[src/rtl/operand_collector.sv]
// Operand collector: gathers up to NumOperands register reads from one bank port per instruction.
// Define OPERAND_COLLECTOR_DEDUP_EN to read a register once when several operands name it.
module operand_collector #(
    parameter int unsigned DataWidth    = 32,
    parameter int unsigned NumRegisters = 32,
    parameter int unsigned NumOperands  = 3,
    parameter int unsigned TagWidth     = 4,
    localparam int unsigned RegAddrWidth = $clog2(NumRegisters)
) (
    input  logic                             clk_i,
    input  logic                             rst_ni,
    input  logic                             in_valid_i,
    output logic                             in_ready_o,
    input  logic [TagWidth-1:0]              in_tag_i,
    input  logic [NumOperands-1:0]           in_used_i,
    input  logic [NumOperands*RegAddrWidth-1:0] in_addr_i,
    output logic                             bank_read_valid_o,
    input  logic                             bank_read_ready_i,
    output logic [RegAddrWidth-1:0]          bank_read_addr_o,
    input  logic                             bank_rsp_valid_i,
    input  logic [RegAddrWidth-1:0]          bank_rsp_addr_i,
    input  logic [DataWidth-1:0]             bank_rsp_data_i,
    output logic                             out_valid_o,
    input  logic                             out_ready_i,
    output logic [TagWidth-1:0]              out_tag_o,
    output logic [NumOperands*DataWidth-1:0] out_data_o
);

    typedef enum logic [1:0] {StIdle, StCollect, StDone} state_e;

    state_e                            state;
    logic [TagWidth-1:0]               tag;
    logic [NumOperands-1:0]            used;
    logic [NumOperands-1:0]            pending;
    logic [NumOperands-1:0]            received;
    logic [NumOperands-1:0]            inflight;
    logic [NumOperands*RegAddrWidth-1:0] addrs;
    logic [NumOperands*DataWidth-1:0]  data;
    logic [RegAddrWidth-1:0]           issued_addr;
    logic                              armed;

    logic [RegAddrWidth-1:0]           rd_addr;
    logic [NumOperands-1:0]            issue_mask;
    logic [NumOperands-1:0]            received_next;
    logic                              found;
    logic                              bank_fire;
    logic                              rsp_hit;

    // Lowest-index pending operand selects the address; the mask says which slots it fills.
    always_comb begin
        rd_addr    = '0;
        issue_mask = '0;
        found      = 1'b0;
        for (int i = 0; i < NumOperands; i++) begin
            if (pending[i] && !found) begin
                found         = 1'b1;
                rd_addr       = addrs[i*RegAddrWidth +: RegAddrWidth];
                issue_mask[i] = 1'b1;
            end
        end
`ifdef OPERAND_COLLECTOR_DEDUP_EN
        for (int i = 0; i < NumOperands; i++) begin
            if (pending[i] && (addrs[i*RegAddrWidth +: RegAddrWidth] == rd_addr)) begin
                issue_mask[i] = 1'b1;
            end
        end
`endif
    end

    assign bank_read_valid_o = (state == StCollect) && (|pending);
    assign bank_read_addr_o  = rd_addr;
    assign bank_fire         = bank_read_valid_o && bank_read_ready_i;
    assign rsp_hit           = bank_rsp_valid_i && (|inflight);
    assign received_next     = received | (rsp_hit ? inflight : '0);
    assign out_tag_o         = tag;
    assign out_data_o        = data;

    always_ff @(posedge clk_i or negedge rst_ni) begin
        if (!rst_ni) begin
            state       <= StIdle;
            in_ready_o  <= 1'b1;
            out_valid_o <= 1'b0;
            tag         <= '0;
            used        <= '0;
            pending     <= '0;
            received    <= '0;
            inflight    <= '0;
            addrs       <= '0;
            data        <= '0;
            issued_addr <= '0;
            armed       <= 1'b0;
        end else begin
            armed    <= 1'b1;
            inflight <= '0;
            if (rsp_hit) begin
                received <= received_next;
                for (int i = 0; i < NumOperands; i++) begin
                    if (inflight[i]) data[i*DataWidth +: DataWidth] <= bank_rsp_data_i;
                end
            end
            unique case (state)
                StIdle: begin
                    if (in_valid_i) begin
                        tag        <= in_tag_i;
                        used       <= in_used_i;
                        addrs      <= in_addr_i;
                        pending    <= in_used_i;
                        received   <= '0;
                        data       <= '0;
                        in_ready_o <= 1'b0;
                        if (in_used_i == '0) begin
                            state       <= StDone;
                            out_valid_o <= 1'b1;
                        end else begin
                            state <= StCollect;
                        end
                    end
                end
                StCollect: begin
                    if (bank_fire) begin
                        pending     <= pending & ~issue_mask;
                        inflight    <= issue_mask;
                        issued_addr <= rd_addr;
                    end
                    if (received_next == used) begin
                        state       <= StDone;
                        out_valid_o <= 1'b1;
                    end
                end
                StDone: begin
                    if (out_ready_i) begin
                        state       <= StIdle;
                        out_valid_o <= 1'b0;
                        in_ready_o  <= 1'b1;
                    end
                end
                default: state <= StIdle;
            endcase
        end
    end

`ifndef SYNTHESIS
    // The first cycle after reset may carry a response to a read issued before reset.
    always @(posedge clk_i) begin
        if (rst_ni && armed && bank_rsp_valid_i) begin
            assert (inflight != '0);
            if (inflight != '0) assert (bank_rsp_addr_i == issued_addr);
        end
    end
`endif

endmodule

[config.mk]
export PLATFORM = sky130hd
export DESIGN_NAME = operand_collector
export DESIGN_NICKNAME = d
export VERILOG_FILES = /design/src/rtl/operand_collector.sv
export SDC_FILE = /design/constraint.sdc
export NUM_CORES = 1
export LEC_CHECK = 0
export CAP_MARGIN = 10
export CORE_MARGIN = 4
export CORE_UTILIZATION = 25
export DETAILED_ROUTE_END_ITERATION = 8
export DONT_BUFFER_PORTS = 1
export MAX_ROUTING_LAYER = met4
export PLACE_DENSITY = 0.43
export SLEW_MARGIN = 5
export SYNTH_ARGS = -nofsm -noshare
export SYNTH_HDL_FRONTEND = slang
export SYNTH_SLANG_ARGS = --single-unit
[constraint.sdc]
create_clock -name clk_i -period 1.7 [get_ports clk_i]
set_input_delay 0.34 -clock clk_i [delete_from_list [all_inputs] [get_ports clk_i]]
set_output_delay 0.34 -clock clk_i [all_outputs]
set_load 0.02 [all_outputs]
==> results.json <==
{
  "status": "finished with violations",
  "violations": "negative hold slack, negative setup slack",
  "p_sw_share_pct": 36.55,
  "power_density_nw_per_um2": 1887,
  "worst-path-max-fanout": 5,
  "drc": 0,
  "die_area_um2": 23630,
  "rr_startpoint": "state[0]$_DFFE_PN0P_",
  "critPathLaunchType": "register",
  "die_h_um": 153.7,
  "ys_seq_area_share_pct": 61.79,
  "io_pins": 173,
  "syn-cell-area_um2": 5308,
  "vias_per_cell": 4.625,
  "num_antenna_cells": 0,
  "tritoncts": "built",
  "coreArea_um2": 20960,
  "gp_congestion": 0.7738,
  "cp_slowest_stage_delay_ns": 0.40,
  "layout_common_cells": "nand2_1 (208), dfrtp_1 (129), a21oi_1 (104)",
  "reg2reg_to": "out_data_o[35]$_DFF_PN0_",
  "insertion_delay_ns": 0.41,
  "fin_hold_ws_ns": -0.3782,
  "dpl.cell_count": 806,
  "initial_core_util_pct": 25.33,
  "layout-drive-gt1-share_pct": 14.41,
  "p_int_uw": 7557,
  "worstMarginPinSlew_ns": 0.3258,
  "cpLargestDelayFamily": "flip-flops",
  "cp.depth": 4,
  "rr_worst_depth": 4,
  "period_share_pct": 104.4,
  "seqPwrFrac_pct": 48.3,
  "final-setup-viol-count": 6,
  "slew_headroom_pct": 78.12,
  "grt_pass1_vias": 4039,
  "yosysWarnings": 0,
  "io_buffers": 0,
  "cp-startpoint": "pending[1]$_DFFE_PN0P_",
  "drt_wl_total_um": 15450,
  "drv_slew": 0,
  "grt.total_usage_pct": 13.56,
  "gr-total-overflow": 0,
  "ys_ff_latch": 131,
  "cp-end-kind": "primary output",
  "vdd_drop_max_mv": 0.7605,
  "clk_path_buf_depth": 2,
  "path_clk_slew_ns": 0.06,
  "cp.required_ns": 1.36,
  "final_common_cell": "nand2_1",
  "worst-path-buf-inv": 1,
  "die_x_um": 153.7,
  "clock_tree.root_cell": "clkbuf_16",
  "grt_pass1_wl_um": 24150,
  "fin_util_pct": 30.13,
  "drv_cap": 0,
  "h-tree-depth": 4,
  "dpl.hpwl_um": 9940,
  "hold_violations": 131,
  "syn_to_final_growth_pct": 18.95,
  "postSynthCellCount": 549,
  "vias": 3871,
  "p_sw_uw": 4354,
  "fin_nets": 615,
  "detail_route.iter0.violations": 215,
  "syn_nets": 614,
  "netlist.area_leader.share_pct": 61.29,
  "synth_top_area_cell": "dfrtp_1",
  "period_minus_slack_ns": 1.774,
  "path_cells": "nor2b_4 -> a22oi_2 -> o21ai_1 -> buf_4",
  "post_synth_num_cell_types": 29,
  "critical_path_class": "reg2out",
  "cts.sinks": 131,
  "rsz0062_at_grt": "true",
  "p_leak_uw": 0.002685,
  "num_rows": 53,
  "layout_setup_ws_ns": -0.07435,
  "drtPass1Iterations": 5,
  "r2r_slack_ns": 0.22,
  "avgSynthCellArea_um2": 9.668,
  "synth_area_leaders": "dfrtp_1 (61%), nand2_1 (15%), a21oi_1 (9.8%)",
  "pwr-share-clk_pct": 30.5,
  "antenna_found_initial": 0,
  "comb_power_share_pct": 21.2,
  "numCtsBuffers": 17,
  "detail_route.wl_per_cell_um": 18.45,
  "finalNonFillerCells": 837,
  "finalSetupTns_ns": -0.3525,
  "hp-class": "in2async",
  "synthFlopType": "dfrtp_1",
  "cp-endpoint": "bank_read_addr_o[3]",
  "grt_max_degree": 132,
  "fmax_mhz": 563.6,
  "skew_ns": 0.007978,
  "synth_edf_count": 0,
  "async_flop_share_pct": 100.0,
  "critPathArrivalTime_ns": 1.43,
  "ant_nets": 0,
  "crit_slowest_cell": "dfrtp_1"
}
## synth_stat cells, drive strengths merged (2+ instances only)
cell	n
xnor2	2
mux2	21
nand2b	2
a22oi	5
dfrtp	130
nand2	208
nor3	3
clkbuf	5
nor2b	2
o21ai	9
buf	32
and2	3
nor2	8
a21oi	104
inv	4
o22ai	2
## per-layer routing
layer  wire (um)  up-vias  track usage [%]
met4         184        0            4.121
met5           0        -                -
met3        1773       17            6.445
met1        6192     1896            15.82
li1            -     1797                -
met2        7295      161            20.89
## worst min-delay path by stage
stage / to / cells after the start / slack [ns]
finish: out_data_o[38]$_DFF_PN0_ / 0 / -0.38
global route: out_data_o[38]$_DFF_PN0_ / 0 / -0.40
CTS: out_data_o[7]$_DFF_PN0_ / 0 / -0.40
detailed placement: out_data_o[7]$_DFF_PN0_ / 0 / 0.05
global placement: out_data_o[7]$_DFF_PN0_ / 0 / 0.05
floorplan: addrs[0]$_DFFE_PN0P_ / 0 / 0.04
## flip-flops by register name, summed over array words and instances, names as in the netlist, 2 cells and up
name and cells:
used 3, inflight 3, received 3, addrs 15, out_data_o 96, out_tag_o 4, state 2, pending 3
## kinds of logic (layout without fill, tap and decap cells)
kind of cell	after synthesis	in the layout	share of synthesized area [%]
DFF	131	131	61.79
and+or+nand+nor	229	229	16.95
xor gates and xnor gates	3	3	0.4951
buffers and inverters	41	54	4.149
AOI/OAI and AO/OA	124	124	12.16
muxes	21	21	4.456
## area by class of cell
| cell class | instances | area, um^2 |
|---|---|---|
| inverter | 4 | 15.01 |
| sequential | 131 | 3281 |
| multi-input combinational | 377 | 1852 |
| clock inverter | 9 | 103.9 |
| clock buffer | 22 | 484.2 |
| fill | 2194 | 14640 |
| tap | 275 | 344.1 |
| timing repair buffer | 19 | 234.0 |
## power groups by stage
stage          clock [uW]  sequential, uW  combinational, uW
2_1_floorplan           0            5470               1880
5_1_grt              3900            5900               2830
6_report             3640            5750               2520
3_3_place_gp            0            5770               2380
3_5_place_dp            0            5800               2450
4_1_cts              3750            5780               2520
## per-stage QoR
| stage | hold WS (ns) | power [uW] | instance area [um^2] | setup WS, ns |
|---|---|---|---|---|
| 2_1_floorplan | 0.04441 | 7350 | 5308 | 0.01370 |
| 3_3_place_gp | 0.04762 | 8152 | 5677 | 0.2346 |
| 3_5_place_dp | 0.04789 | 8249 | 5677 | 0.2367 |
| 4_1_cts | -0.3995 | 12050 | 6296 | -0.08949 |
| 5_1_grt | -0.4029 | 12630 | 6314 | -0.1696 |
| 6_report | -0.3782 | 11910 | 6314 | -0.07435 |
## what timing repair did
item | CTS | global route
resized for setup | 12 | 4
pin swaps | 2 | 5
hold endpoints to repair | 131 | 131
setup endpoints to repair | 6 | 6
setup buffers | 1 | 0
(Power assumes the default switching activity.)
